===== src/rtl/v_iota_pkg.sv =====
// Shared vALU mask helpers: SEW encoding, elements-per-beat and mask lane selection.
package v_iota_pkg;

  localparam int unsigned LANES = 8;
  localparam int unsigned SEW_W = 2;

  localparam logic [SEW_W-1:0] SEW_8  = 2'd0;
  localparam logic [SEW_W-1:0] SEW_16 = 2'd1;
  localparam logic [SEW_W-1:0] SEW_32 = 2'd2;
  localparam logic [SEW_W-1:0] SEW_64 = 2'd3;

  typedef struct packed {
    logic [LANES-1:0] sel;
    logic [SEW_W-1:0] sew;
    logic             valid;
    logic             start;
    logic             last;
  } s0_t;

  function automatic logic [3:0] elems_per_beat(input logic [SEW_W-1:0] sew);
    return 4'd8 >> sew;
  endfunction

  // Mask bit of element i lives at lane i*2^sew; lanes past the element count read 0.
  function automatic logic [LANES-1:0] lane_select(input logic [LANES-1:0] m,
                                                   input logic [SEW_W-1:0] sew);
    logic [LANES-1:0] sel;
    logic [2:0]       idx;
    sel = '0;
    for (int i = 0; i < int'(LANES); i++) begin
      idx = 3'(i << sew);
      if (4'(i) < elems_per_beat(sew)) sel[i] = m[idx];
    end
    return sel;
  endfunction

endpackage


===== src/rtl/v_iota_prefix.sv =====
// Per-beat exclusive prefix sums of the selected mask bits, offset by base and packed at SEW.
module v_iota_prefix
  import v_iota_pkg::*;
#(
  parameter int unsigned DATA_WIDTH  = 64,
  parameter int unsigned COUNT_WIDTH = 32
) (
  input  logic [LANES-1:0]       sel,
  input  logic [SEW_W-1:0]       sew,
  input  logic [COUNT_WIDTH-1:0] base,
  output logic [DATA_WIDTH-1:0]  vec_c,
  output logic [COUNT_WIDTH-1:0] total_c
);

  logic [3:0] run;
  logic [3:0] pc [LANES];

  always_comb begin
    run = '0;
    for (int k = 0; k < int'(LANES); k++) begin
      pc[k] = run;
      run   = run + 4'(sel[k]);
    end
    total_c = COUNT_WIDTH'(run);
  end

  // Element values wrap at their own width by truncation.
  always_comb begin
    vec_c = '0;
    case (sew)
      SEW_8: begin
        for (int k = 0; k < 8; k++) vec_c[8*k +: 8] = 8'(base + COUNT_WIDTH'(pc[k]));
      end
      SEW_16: begin
        for (int k = 0; k < 4; k++) vec_c[16*k +: 16] = 16'(base + COUNT_WIDTH'(pc[k]));
      end
      SEW_32: begin
        for (int k = 0; k < 2; k++) vec_c[32*k +: 32] = 32'(base + COUNT_WIDTH'(pc[k]));
      end
      default: vec_c = DATA_WIDTH'(base);
    endcase
  end

endmodule


===== src/rtl/v_iota.sv =====
// viota.m mask expander: two-stage pipeline turning mask beats into per-element prefix counts.
module v_iota
  import v_iota_pkg::*;
#(
  parameter int unsigned DATA_WIDTH  = 64,
  parameter int unsigned MASK_WIDTH  = 8,
  parameter int unsigned SEW_WIDTH   = 2,
  parameter int unsigned COUNT_WIDTH = 32
) (
  input  logic                  clk,
  input  logic                  rst_n,
  input  logic [MASK_WIDTH-1:0] in_m0,
  input  logic                  in_valid,
  input  logic [SEW_WIDTH-1:0]  in_sew,
  input  logic                  in_start,
  input  logic                  in_end,
  output logic [DATA_WIDTH-1:0] out_vec,
  output logic                  out_valid,
  output logic                  out_end
);

  s0_t s0_d, s0_q;

  logic [DATA_WIDTH-1:0]  out_vec_d, out_vec_q;
  logic                   out_valid_d, out_valid_q;
  logic                   out_end_d, out_end_q;
  logic [COUNT_WIDTH-1:0] count_d, count_q;

  logic [COUNT_WIDTH-1:0] base_c;
  logic [DATA_WIDTH-1:0]  vec_c;
  logic [COUNT_WIDTH-1:0] total_c;

  // Stage 0: capture the lane-selected mask and framing of valid beats only.
  always_comb begin
    s0_d = '0;
    if (in_valid) begin
      s0_d.sel   = lane_select(in_m0, in_sew);
      s0_d.sew   = in_sew;
      s0_d.valid = 1'b1;
      s0_d.start = in_start;
      s0_d.last  = in_end;
    end
  end

  assign base_c = s0_q.start ? '0 : count_q;

  v_iota_prefix #(
    .DATA_WIDTH (DATA_WIDTH),
    .COUNT_WIDTH(COUNT_WIDTH)
  ) u_prefix (
    .sel    (s0_q.sel),
    .sew    (s0_q.sew),
    .base   (base_c),
    .vec_c  (vec_c),
    .total_c(total_c)
  );

  // Stage 1: result beat plus running count, so beat N's total is beat N+1's base.
  always_comb begin
    out_vec_d   = '0;
    out_valid_d = 1'b0;
    out_end_d   = 1'b0;
    count_d     = count_q;
    if (s0_q.valid) begin
      out_vec_d   = vec_c;
      out_valid_d = 1'b1;
      out_end_d   = s0_q.last;
      count_d     = s0_q.last ? '0 : base_c + total_c;
    end
  end

  always_ff @(posedge clk or negedge rst_n) begin
    if (!rst_n) begin
      s0_q        <= '0;
      out_vec_q   <= '0;
      out_valid_q <= 1'b0;
      out_end_q   <= 1'b0;
      count_q     <= '0;
    end else begin
      s0_q        <= s0_d;
      out_vec_q   <= out_vec_d;
      out_valid_q <= out_valid_d;
      out_end_q   <= out_end_d;
      count_q     <= count_d;
    end
  end

  assign out_vec   = out_vec_q;
  assign out_valid = out_valid_q;
  assign out_end   = out_end_q;

endmodule


===== config.mk =====
export PLATFORM = sky130hd
export DESIGN_NAME = v_iota
export DESIGN_NICKNAME = d
export VERILOG_FILES = /design/src/rtl/v_iota_pkg.sv /design/src/rtl/v_iota_prefix.sv /design/src/rtl/v_iota.sv
export SDC_FILE = /design/constraint.sdc
export NUM_CORES = 1
export LEC_CHECK = 0
export CORE_ASPECT_RATIO = 1.5
export CORE_MARGIN = 8
export CORE_UTILIZATION = 41
export CTS_BUF_LIST = sky130_fd_sc_hd__clkbuf_8
export CTS_CLUSTER_SIZE = 12
export DETAILED_ROUTE_END_ITERATION = 10
export PLACE_DENSITY_LB_ADDON = 0.12
export SKIP_CTS_REPAIR_TIMING = 1
export SYNTH_ARGS = -nofsm -noshare
export SYNTH_HDL_FRONTEND = slang
export SYNTH_HIERARCHICAL = 1
export SYNTH_SLANG_ARGS = --single-unit

===== constraint.sdc =====
create_clock -name clk -period 12.3 [get_ports clk]
set_input_delay 3.69 -clock clk [delete_from_list [all_inputs] [get_ports clk]]
set_output_delay 3.69 -clock clk [all_outputs]
set_load 0.02 [all_outputs]

After elaboration in Yosys (flattened, before gate mapping)
Index checks and enable logic that the tools add are counted.
- magnitude comparators: 16
- multiplexer cells: 31
- equal/unequal tests: 2
- shift operators: 9
- $add $sub $neg: 15
- reductions and logical operators: 1
- operator list (kind ; number):
    64-bit case mux with 3 select lines ; 1
    32-bit two-way mux ; 2
    64-bit two-way mux ; 1
    32-bit by 1-bit adder with 32-bit output ; 1
    32-bit by 4-bit adder with 32-bit output ; 1
    8-bit by 4-bit adder with 8-bit output ; 4
    3-bit by 4-bit less-than comparator with 1-bit output, second input constant ; 8
    4-bit by 1-bit adder with 4-bit output ; 6
    1-bit binary-select mux with 3-bit select ; 8
    1-bit two-way mux ; 18
    16-bit by 2-bit adder with 16-bit output ; 1
    16-bit by 4-bit adder with 16-bit output ; 1
    3-bit by 4-bit less-than comparator with 1-bit output, first input constant ; 4
    13-bit two-way mux ; 1
    3-bit by 2-bit left shift with 3-bit output, first input constant ; 4
    1-bit by 4-bit less-than comparator with 1-bit output, first input constant ; 2
    2-bit by 4-bit less-than comparator with 1-bit output, first input constant ; 2
    1-bit by 2-bit left shift with 3-bit output, first input constant ; 2
    2-bit by 2-bit left shift with 3-bit output, first input constant ; 2
    4-bit by 2-bit right shift with 4-bit output, first input constant ; 1
    1-bit by 1-bit adder with 2-bit output ; 1
    2-bit by 1-bit equality test with 1-bit output, second input constant ; 1
    2-bit equality test, second input constant ; 1
    2-bit zero test ; 1
- output and inout bits: 66
- flip-flop bits (word level): 111
- input bits: 15
- word-level logic and storage cells: 83

Logic depth before layout (Yosys ltp)
Gate-level depths: netlist of run 1.
- word-level depth: 9
- mapped depth: 20
- mapped depth without buffers: 19

By module
Netlist of run 1, hierarchy kept.
- by module, submodules not included (module ; area each (um^2) ; sequential area each (um^2) ; cells an instance ; times used):
    v_iota ; 5873.1 ; 2777.7 ; 535 ; 1
    v_iota_prefix ; 3676.0 ; 0.0 ; 537 ; 1

Least setup slack after synthesis of run 1
OpenSTA, ideal clock, no wires.
- path type: input to register
- start point: input port in_sew[1]
- end point: register s0_q[11] (netlist name)
- setup time: 0.118 ns
- arrival: 4.999 ns
- cell stages on the path: 6
- data required time: 12.182 ns
- buffers on the path: 2
- setup slack: 7.183 ns
- path through: clkbuf_1 > inv_1 > ha_1 > clkbuf_1 > mux4_2 > nor2b_1
- RTL lines (what ; line ; source):
    start: declaration ; v_iota.sv:14 ; input logic [SEW_WIDTH-1:0] in_sew,
    end signal: assignment ; v_iota.sv:74 ; s0_q <= '0;
    end signal: assignment ; v_iota.sv:80 ; s0_q <= s0_d;
    end: declaration ; v_iota.sv:22 ; s0_t s0_d, s0_q;

Worst setup path after layout of run 1
- start point: register s0_q[5] (netlist name)
- end point: register count_q[25]
- longest elaborated chain between the ends: 9
- RTL lines (what ; line ; source):
    1-bit by 1-bit adder with 2-bit output ; v_iota_prefix.sv:22 ; run = run + 4'(sel[k]);
    4-bit by 1-bit adder with 4-bit output (6 in a row) ; v_iota_prefix.sv:22 ;
    via total_c[3] ; v_iota.sv:31 ; logic [COUNT_WIDTH-1:0] total_c;
    32-bit by 4-bit adder with 32-bit output ; v_iota.sv:68 ; count_d = s0_q.last ? '0 : base_c + total_c;
    32-bit two-way mux ; v_iota.sv:68 ;
    end signal: assignment ; v_iota.sv:84 ; count_q <= count_d;
    end: declaration ; v_iota.sv:27 ; logic [COUNT_WIDTH-1:0] count_d, count_q;
The timed path passes the listed nets, and every way through them passes these cells.
A chain may end at the register's enable or synchronous reset.

==> impl_results.md, run 1 <==
- Routed WL: 27.70 mm
- Cell variety after synth: 95
- DRC: 0
- Max Buffers Root-to-Sink: 2
- Pin count of the biggest net entering global routing: 73
- DR WL/cell: 19.83 microns
- Layout cell share with drive strength beyond 1: 0.07073
- Gp weighted congestion: 0.8977
- Layout Skew: 0.01777 ns
- Final-report hold violation count: 0
- Setup TNS: 0 ns
- Async set-reset flop share out of synthesis: 1.000
- Area of the die: 0.02853 sq mm
- Synth Area in Compound Gates: 0.1895
- Simple logic cell fraction of the synthesized area: 0.2014
- Worst skew pair latency: 0.41 ns
- CP Launch Type: flip-flop
- Final setup viols: 0
- Row Count: 68
- Root Driver: clkbuf_8
- Critical-path top delay cell: fa_1
- Num CTS Buffers: 9
- Fin crit period: 5.538 ns
- Sequential fraction of the synthesis area: 0.2909
- Status: finished, final reports clean
- Initial antenna violation count: 0
- Adder-cell share of the synthesized area: 0.1143
- Pleak: 4.734 nW
- Die X: 140.6 microns
- # Max-Cap Violations: 0
- Peak supply drop: 0.00006564 V
- Clk sink count: 111
- CP max FO: 8
- Reg clk slew, reported paths: 0.12 ns
- GRT Total Usage: 0.1969
- DR vias: 7,825
- Final net count: 1,208
- RSZ-0062 raised after global routing: false
- Vias in the first global route: 8,036
- Largest family of logic cells by synthesized area: simple AND/OR/NAND/NOR gates
- Drt first pass iters: 7
- Yosys top cell by area: dfrtp_1
- Post-synthesis mux area share: 0.03787
- Max Freq: 180.6 MHz
- Post-route ant nets: 0
- Worst slew pin tran: 1.085 ns
- Ys flop type: dfrtp_1
- Core area: 0.02297 sq mm
- Top post-synthesis cells by area: dfrtp_1 (29%), ha_1 (9.4%), xnor2_1 (5.5%)
- Initial DRC count: 582
- Worst slew margin: 0.2738
- Pre-CTS setup slack: 6.349 ns
- Final Worst Setup Slack: 6.762 ns
- Critical-path cell list: fa_1 -> ha_1 -> inv_1 -> fa_1 -> mux2_4 -> a222oi_1 -> xnor2_1 -> xnor2_2 -> nand3_1 -> xnor2_1 -> ha_1 -> nand3_1 -> nor2_1 -> o211ai_4 -> a211oi_4 -> o21ai_4 -> a31oi_4 -> a31oi_1 -> a311o_1
- Grt total ovfl: 0
- Worst path required time: 12.61 ns
- Initial Util: 0.4157
- Synth Warn #: 6
- DP Wirelength: 20.60 mm
- Pwr per Cell Area: 153.1 mW/mm^2
- CTS tree: yes
- Area share of the leading cell type in the synthesized netlist: 0.2909
- Pins Over Slew Limit: 0
- Io pins: 81
- Critical Path Max Stage Delay: 0.68 ns
- Worst Hold Class: flip-flop to flip-flop
- Port-buffer cells: 80
- Via density: 5.601
- H-tree level count: 3
- CP Capture Type: flip-flop
- Chip height: 202.9 microns
- Average size of a mapped cell: 8.908 sq um
- Syn Inst Count: 1,072
- Period utilisation layout: 0.4503
- Number of enable flip-flop cells after synthesis: 0
- First-pass GRT wire length: 43.84 mm
- Number of synthesized register bits: 111
- Crit path kind: flip-flop to flip-flop
- Area grow syn2layout: 10.89%
- Crit path DAT: 5.85 ns
- Xor/xnor cell area share of the yosys netlist: 0.09329
- # diodes: 0
- Mapped cell area: 0.009549 sq mm
-- cell usage after synthesis, types with 6 or more instances --
master	number
a21o_1	20
dfrtp_1	111
o21bai_1	9
nand2_1	69
o32ai_1	6
o21ai_0	56
nand3_1	29
and4_1	8
buf_4	40
nor2b_1	37
ha_1	72
fa_1	9
a22o_1	18
buf_1	8
xor2_1	38
nor2_1	76
xnor2_1	60
and3_1	13
nor3_1	12
mux2i_1	20
a21oi_1	57
clkbuf_1	33
inv_1	35
and2_1	71
o22ai_1	15
nand4_1	12
buf_2	8
-- where the power goes --
part,internal (mW),switching [mW]
combinational,0.377,0.534
clock,0.0988,0.139
sequential,0.443,0.0293
-- final timing paths --
check	cells after the start	end	slack, ns	start
setup reg to reg	19	count_q[25]	6.76	s0_q[5]
setup / recovery	19	count_q[25]	6.76	s0_q[5]
hold reg to reg	1	count_q[0]	0.51	count_q[0]
max in group asynchronous	2	out_vec[50]	7.80	rst_n
min in group asynchronous	1	s0_q[5]	3.32	rst_n
hold / removal	1	count_q[0]	0.51	count_q[0]
-- state kept, by name (all words and copies together) (netlist names) --
register   flops
out_valid      1
out_end        1
s0_q          13
out_vec       64
count_q       32
-- cell type report --
cell class              count  area (sq um)
clock buffers               9         123.9
clock inverters             7         86.33
fillers                  2287         12380
inverters                  38         142.6
multi-input cells         856          6188
flip-flops and latches    111          2779
well taps                 280         350.3
repair buffers             96         918.4
-- through the flow --
stage / power, mW / utilization / cells / hold slack, ns / area (sq um)
2_1_floorplan: 1.129 / - / 1099 / 0.3519 / 9651
3_3_place_gp: 1.372 / 0.4518 / 1381 / 0.4651 / 10380
3_5_place_dp: 1.376 / 0.4518 / 1381 / 0.4792 / 10380
4_1_cts: 1.624 / 0.4609 / 1397 / 0.5061 / 10590
5_1_grt: 1.741 / 0.4609 / 1397 / 0.5181 / 10590
6_report: 1.621 / 0.4609 / 1397 / 0.5071 / 10590
-- routing by layer --
metal  vias to the layer above  track usage  routed length [microns]
met1                      3754       0.2143                    10760
li1                       3777            -                        -
met4                         0       0.1248                     1520
met2                       229       0.3532                    14320
met3                        65      0.02586                     1100
met5                         -            0                        0
-- layout by cell type (no fill, tap or decap), types with 6 or more instances in the layout --
master and n:
nor2_1 74, o21bai_1 9, ha_1 72, buf_4 17, inv_1 35, a21o_1 20, clkdlybuf4s50_1 79, clkbuf_8 9
nor3_1 12, and4_1 8, xor2_1 38, a21oi_1 57, xnor2_1 60, o32ai_1 6, nand4_1 12, a22o_1 18
and2_1 71, nor2b_1 36, o21ai_0 56, nand3_1 29, dfrtp_1 110, nand2_1 69, o22ai_1 15, conb_1 28
fa_1 9, and3_1 13, mux2i_1 20
-- worst max-delay path: cells and delay by family (launching register included) --
family | cells | cell delay (ns)
buffers and inverters | 1 | 0.05
flip-flops | 1 | 0.44
AND/OR/NAND/NOR | 3 | 0.45
XOR/XNOR | 3 | 0.69
AO/OA/AOI/OAI | 7 | 1.65
adder cells (fa/ha/maj) | 4 | 1.83
multiplexers | 1 | 0.33
-- kinds of logic after synthesis --
family | after synthesis
compound gates | 256
other cells | 1
mux | 30
flops | 111
simple gates | 360
buf+inv | 132
xor+xnor | 100
fa+ha+maj | 82
(Power assumes the default switching activity.)
==> run 2, diff against run 1 <==
Clock period 12.3 ns to 5 ns, I/O delays scaled along.
==> run 2 against run 1 <==
Effect of this change: the run now ends with setup timing left; critical path type unchanged; register-to-register slack lost 6.9 ns; global-route usage grew 0.24 points; die area is the same; critical path depth is the same; largest power group unchanged; clock skew shrank 0.0049 ns; total power grew to 2.6 times the previous value; first-iteration DRC count shrank 16%; flip-flop and latch count is the same.
==> impl_results.md, run 2 (synthesis gave the netlist of run 1 again) <==
- Pleak: 5.014 nW (+5.9%)
- Crit path DAT: 5.44 ns (-0.41 ns)
- Routed WL: 28.20 mm (+1.8%)
- Pin count of the biggest net entering global routing: 82 (+12%)
- # diodes: 0 (unchanged)
- Worst r2r src: s0_q[5]
- Worst path depth: 19 (unchanged)
- Core area: 0.02297 sq mm (unchanged)
- R2R setup slack: -0.13 ns (-6.89 ns)
- DR WL/cell: 19.49 microns (-1.7%)
- Commonest non-fill, non-tap cells in the layout: dfrtp_1 (110), clkdlybuf4s50_1 (79), nor2_1 (74)
- DRC: 0 (unchanged)
- Reg2reg path depth: 19 (unchanged)
- Worst hold path endpoint: count_q[0]
- CP Launch Type: flip-flop
- Failing checks: setup timing
- Io pins: 81 (unchanged)
- Initial DRC count: 487 (-16%)
- Highest layer used for signal routing: met4
- Status: complete, but fails checks
- Worst slew margin: 0.2339 (-0.03992)
- Worst slew pin tran: 1.148 ns (+0.06263 ns)
- Crit path max-delay family: adder cells
- Max reg flops: 64 (unchanged)
- Critical-path cell list: fa_1 -> ha_2 -> inv_1 -> fa_1 -> mux2_4 -> a222oi_1 -> xnor2_2 -> xnor2_2 -> nand3_1 -> xnor2_1 -> ha_2 -> nand3_2 -> nor2_4 -> o211ai_4 -> a211oi_4 -> o21ai_4 -> a31oi_4 -> a31oi_1 -> a311o_1
- Crit path kind: flip-flop to flip-flop
- Row Count: 68 (unchanged)
- # Max-Cap Violations: 0 (unchanged)
- Final-report hold violation count: 0 (unchanged)
- Worst path required time: 5.31 ns (-7.30 ns)
- Chip height: 202.9 microns (unchanged)
- Root Driver: clkbuf_8
- Num CTS Buffers: 9 (unchanged)
- Critical-path top delay cell: fa_1
- Die X: 140.6 microns (unchanged)
- Fin crit period: 5.132 ns (-0.4067 ns)
- Pwr per Cell Area: 374.1 mW/mm^2 (+140%)
- Final net count: 1,258 (+4.1%)
- Final setup viols: 13 (+13)
- DRT met1 WL: 11.04 mm (+2.6%)
- Period utilisation layout: 1.026 (+0.5761)
- Design Area, Final: 0.01111 sq mm (+4.9%)
- GRT Total Usage: 0.1993 (+0.002417)
- Buf/Inv on CP: 1 (unchanged)
- Post-route ant nets: 0 (unchanged)
- Final hold slack: 0.4888 ns (-0.01827 ns)
- Pins Over Slew Limit: 0 (unchanged)
- Port-buffer cells: 80 (unchanged)
- Wire length on met3: 1.092 mm (-0.73%)
- CTS tree: yes
- RSZ-0062 raised after global routing: true
- Worst reg2reg path endpoint: count_q[25]
- DP Wirelength: 21.43 mm (+4.0%)
- Via density: 5.592 (-0.16%)
- Max Buffers Root-to-Sink: 2 (unchanged)
- Layout cell share with drive strength beyond 1: 0.1260 (+0.05524)
- Final Core Density: 0.4835 (+0.02255)
- Initial antenna violation count: 0 (unchanged)
- H-tree level count: 3 (unchanged)
- Critical Path Max Stage Delay: 0.58 ns (-0.10 ns)
- Initial Util: 0.4157 (unchanged)
- Final Worst Setup Slack: -0.1316 ns (-6.893 ns)
- Clk sink count: 111 (unchanged)
- Hold wc startpoint: count_q[0]
- CP max FO: 6 (-2)
- Worst skew pair latency: 0.41 ns (about the same)
- Grt total ovfl: 0 (unchanged)
- Drt first pass iters: 6 (-1)
- Reg clk slew, reported paths: 0.12 ns (about the same)
- Layout Skew: 0.01292 ns (-0.004852 ns)
- Most common cell after layout, fill and taps aside: dfrtp_1
- DR vias: 8,092 (+3.4%)
- Met2 routed WL: 14.47 mm (+1.0%)
- Worst Hold Class: flip-flop to flip-flop
- Max Freq: 194.9 MHz (+7.9%)
- Gp weighted congestion: 0.9062 (+0.95%)
- Peak supply drop: 0.0001831 V (+180%)
- Area grow syn2layout: 16.31%
- Post-DP Area: 0.01065 sq mm (+2.6%)
- Vias in the first global route: 8,112 (+0.95%)
- First-pass GRT wire length: 44.33 mm (+1.1%)
- Area of the die: 0.02853 sq mm (unchanged)
- Hold path depth: 1 (unchanged)
- CP Capture Type: flip-flop
run 2: final cells by class:
| cell class | instances | area, sq um |
|---|---|---|
| Sequential cell | 111 | 2779 |
| Inverter | 38 | 142.6 |
| Fill cell | 2245 | 11870 |
| Clock inverter | 7 | 86.33 |
| Multi-Input combinational cell | 856 | 6316 |
| Clock buffer | 9 | 123.9 |
| Tap cell | 280 | 350.3 |
| Timing Repair Buffer | 146 | 1309 |
run 2: worst reg2reg max path: stages (launching register included):
cell and delay [ns]:
dfrtp_1 0.41, fa_1 0.58, ha_2 0.18, inv_1 0.05, fa_1 0.55, mux2_4 0.31, a222oi_1 0.41, xnor2_2 0.24
xnor2_2 0.17, nand3_1 0.11, xnor2_1 0.15, ha_2 0.38, nand3_2 0.12, nor2_4 0.15, o211ai_4 0.10, a211oi_4 0.36
o21ai_4 0.10, a31oi_4 0.23, a31oi_1 0.12, a311o_1 0.33
run 2: stage by stage:
| step | std cells | setup WS [ns] | setup TNS [ns] | power, mW |
|---|---|---|---|---|
| after floorplan | 1099 | 0.005640 | 0 | 2.779 |
| after global placement | 1416 | -0.1796 | -1.064 | 3.448 |
| after global routing | 1447 | -0.3652 | -5.056 | 4.458 |
| after CTS | 1432 | -0.2678 | -2.462 | 4.060 |
| after detailed placement | 1416 | -0.2197 | -1.571 | 3.456 |
| final | 1447 | -0.1316 | -0.9120 | 4.155 |
run 2: worst max-delay path by stage:
stage | start | end | slack (ns)
floorplan | s0_q[5] | count_q[25] | 0.006
global placement | s0_q[5] | count_q[25] | -0.18
detailed placement | s0_q[5] | count_q[25] | -0.22
CTS | s0_q[5] | count_q[25] | -0.27
global route | s0_q[5] | count_q[25] | -0.37
finish | s0_q[5] | count_q[25] | -0.13
run 2: layer usage:
| layer | vias up | global-route usage |
|---|---|---|
| met5 | - | 0 |
| met3 | 77 | 0.02704 |
| li1 | 3883 | - |
| met1 | 3908 | 0.2202 |
| met2 | 224 | 0.3547 |
| met4 | 0 | 0.1225 |
run 2: where the power goes:
group,internal [mW],switching [mW]
clock network,0.243,0.342
logic,1.03,1.37
registers,1.09,0.0751
total,2.37,1.79
==> run 3, diff against run 2 <==
Settings changed: CORE_MARGIN 8 to not set.
==> run 3 against run 2 <==
Effect of this change: the flow still finishes with violations (setup timing); non-clock buffer count shrank 7; worst setup slack worse by 0.044 ns; largest cell class unchanged; via count shrank 0.94%; highest routed layer unchanged.
==> impl_results.md, run 3 (synthesis gave the netlist of run 1 again) <==
- Status: complete, but fails checks
- Failing checks: setup timing
- Layout Skew: 0.02021 ns (+0.007293 ns)
- Commonest non-fill, non-tap cells in the layout: dfrtp_1 (110), clkdlybuf4s50_1 (79), nor2_1 (74)
- DR vias: 8,016 (-0.94%)
- Crit path kind: flip-flop to flip-flop
- DRT met1 WL: 10.83 mm (-1.9%)
- DR WL/cell: 19.24 microns (-1.3%)
- First-pass GRT wire length: 43.84 mm (-1.1%)
- DRC: 0 (unchanged)
- Highest layer used for signal routing: met4
- Period utilisation layout: 1.035 (+0.008718)
- Drt first pass iters: 4 (-2)
- Most frequent cell on the critical path: xnor2_2
- Pin count of the biggest net entering global routing: 73 (-11%)
- Placed cells: 1,415 (-0.071%)
- Worst path required time: 5.31 ns (about the same)
- CP Launch Type: flip-flop
- Critical-path top delay cell: fa_1
- Layout cell share with drive strength beyond 1: 0.1276 (+0.001622)
- Critical Path Max Stage Delay: 0.60 ns (+0.02 ns)
- Root Driver: clkbuf_8
- Num CTS Buffers: 9 (unchanged)
- Area grow syn2layout: 16.12%
- Worst slew pin tran: 1.090 ns (-0.05825 ns)
- CP Capture Type: flip-flop
- Wire length on met3: 982 microns (-10%)
- GRT Total Usage: 0.2408 (+0.04143)
- Final Worst Setup Slack: -0.1752 ns (-0.04359 ns)
- Final Power: 4.081 mW (-1.8%)
- # Max-Cap Violations: 0 (unchanged)
- Grt total ovfl: 0 (unchanged)
- Clk sink count: 111 (unchanged)
- Most common cell after layout, fill and taps aside: dfrtp_1
- Gp weighted congestion: 0.9160 (+1.1%)
- Area of the die: 0.02392 sq mm (-16%)
- Worst reg2reg path endpoint: count_q[14]
- Worst r2r src: s0_q[7]
- Vias in the first global route: 8,063 (-0.60%)
- CTS tree: yes
- Fin crit period: 5.175 ns (+0.04359 ns)
- Worst hold path endpoint: count_q[0]
- Final hold slack: 0.4910 ns (+0.002170 ns)
- Peak supply drop: 0.0001723 V (-5.9%)
- Pins Over Slew Limit: 0 (unchanged)
- Max Freq: 193.2 MHz (-0.84%)
- Pre-CTS setup slack: -0.1577 ns (+0.06201 ns)
- Worst skew pair latency: 0.42 ns (about the same)
- Core area: 0.02297 sq mm (unchanged)
- Initial Util: 0.4157 (unchanged)
- DP Wirelength: 20.77 mm (-3.1%)
- Reg clk slew, reported paths: 0.11 ns (about the same)
- Buf/Inv on CP: 2 (+1)
- Via density: 5.567 (-0.46%)
- Pwr per Cell Area: 368.1 mW/mm^2 (-1.6%)
- Reg2reg path depth: 19 (unchanged)
- Critical-path cell list: fa_1 -> ha_2 -> inv_2 -> fa_2 -> mux2_4 -> a222oi_1 -> xnor2_2 -> xnor2_2 -> buf_4 -> xor2_2 -> ha_1 -> and2b_2 -> o2111ai_4 -> a21oi_4 -> o211ai_1 -> a21boi_1 -> o21a_1 -> o31a_1 -> a22o_1
- # diodes: 0 (unchanged)
- Final-report hold violation count: 0 (unchanged)
- Routed WL: 27.70 mm (-1.8%)
- Chip height: 188.9 microns (-6.9%)
- CP max FO: 4 (-2)
- Crit path max-delay family: adder cells
- Met2 routed WL: 14.59 mm (+0.84%)
- Io pins: 81 (unchanged)
- Max reg flops: 64 (unchanged)
- RSZ-0062 raised after global routing: true
- Final Core Density: 0.4827 (-0.0008170)
- Die X: 126.6 microns (-10%)
- Hold wc startpoint: count_q[0]
- Row Count: 68 (unchanged)
- Final non-filler cell total: 1,440 (-0.48%)
- Post-route ant nets: 0 (unchanged)
- Port-buffer cells: 80 (unchanged)
- Initial DRC count: 395 (-19%)
- Pleak: 4.996 nW (-0.36%)
- Worst slew margin: 0.2728 (+0.03887)
- Final net count: 1,251 (-0.56%)
- Hold path depth: 1 (unchanged)
- Initial antenna violation count: 0 (unchanged)
- Worst Hold Class: flip-flop to flip-flop
- Crit path DAT: 5.49 ns (+0.05 ns)
- R2R setup slack: -0.18 ns (-0.04 ns)
- Final setup viols: 16 (+3)
- H-tree level count: 3 (unchanged)
- Max Buffers Root-to-Sink: 2 (unchanged)
[run 3: changes by cell type in the layout (fill, tap and decap cells not counted), sizes merged]
| cell | before | now |
|---|---|---|
| inv | 40 | 39 |
| bufinv | 1 | 0 |
| clkinv | 3 | 5 |
| buf | 67 | 60 |
[run 3: worst max path at each step]
stage | cells past startpoint | startpoint | endpoint
final | 19 | s0_q[7] | count_q[14]
after global routing | 19 | s0_q[7] | count_q[14]
after CTS | 20 | s0_q[5] | count_q[25]
after detailed placement | 20 | s0_q[5] | count_q[25]
after global placement | 20 | s0_q[5] | count_q[25]
after floorplan | 20 | s0_q[5] | count_q[25]
[run 3: power by group]
group          leakage [nW]  switching (mW)  internal (mW)  total, mW
Combinational          3.44            1.36           1.02       2.38
Clock                0.0923           0.344          0.191      0.534
Sequential             1.46          0.0747           1.09       1.16
Total                  5.00            1.78           2.30       4.08
[run 3: final cells by class]
cell class,instances,area (sq um)
fill,2234,11880
multi-input combinational,856,6361
sequential,111,2779
timing repair buffer,139,1269
tap,280,350.3
inverter,38,142.6
clock buffer,9,123.9
clock inverter,7,62.56
[run 3: metal layers]
metal / vias to the layer above / GRT usage
li1: 3863 / -
met1: 3878 / 0.2699
met2: 220 / 0.4377
met4: 0 / 0.1367
met3: 55 / 0.02882
met5: - / 0
[run 3: per-stage QoR]
stage	instance area, sq um	TNS (ns)
after detailed placement	10650	-1.267
after floorplan	9658	0
after global placement	10650	-0.8090
final	11090	-1.474
after global routing	11090	-5.739
after CTS	10840	-1.739
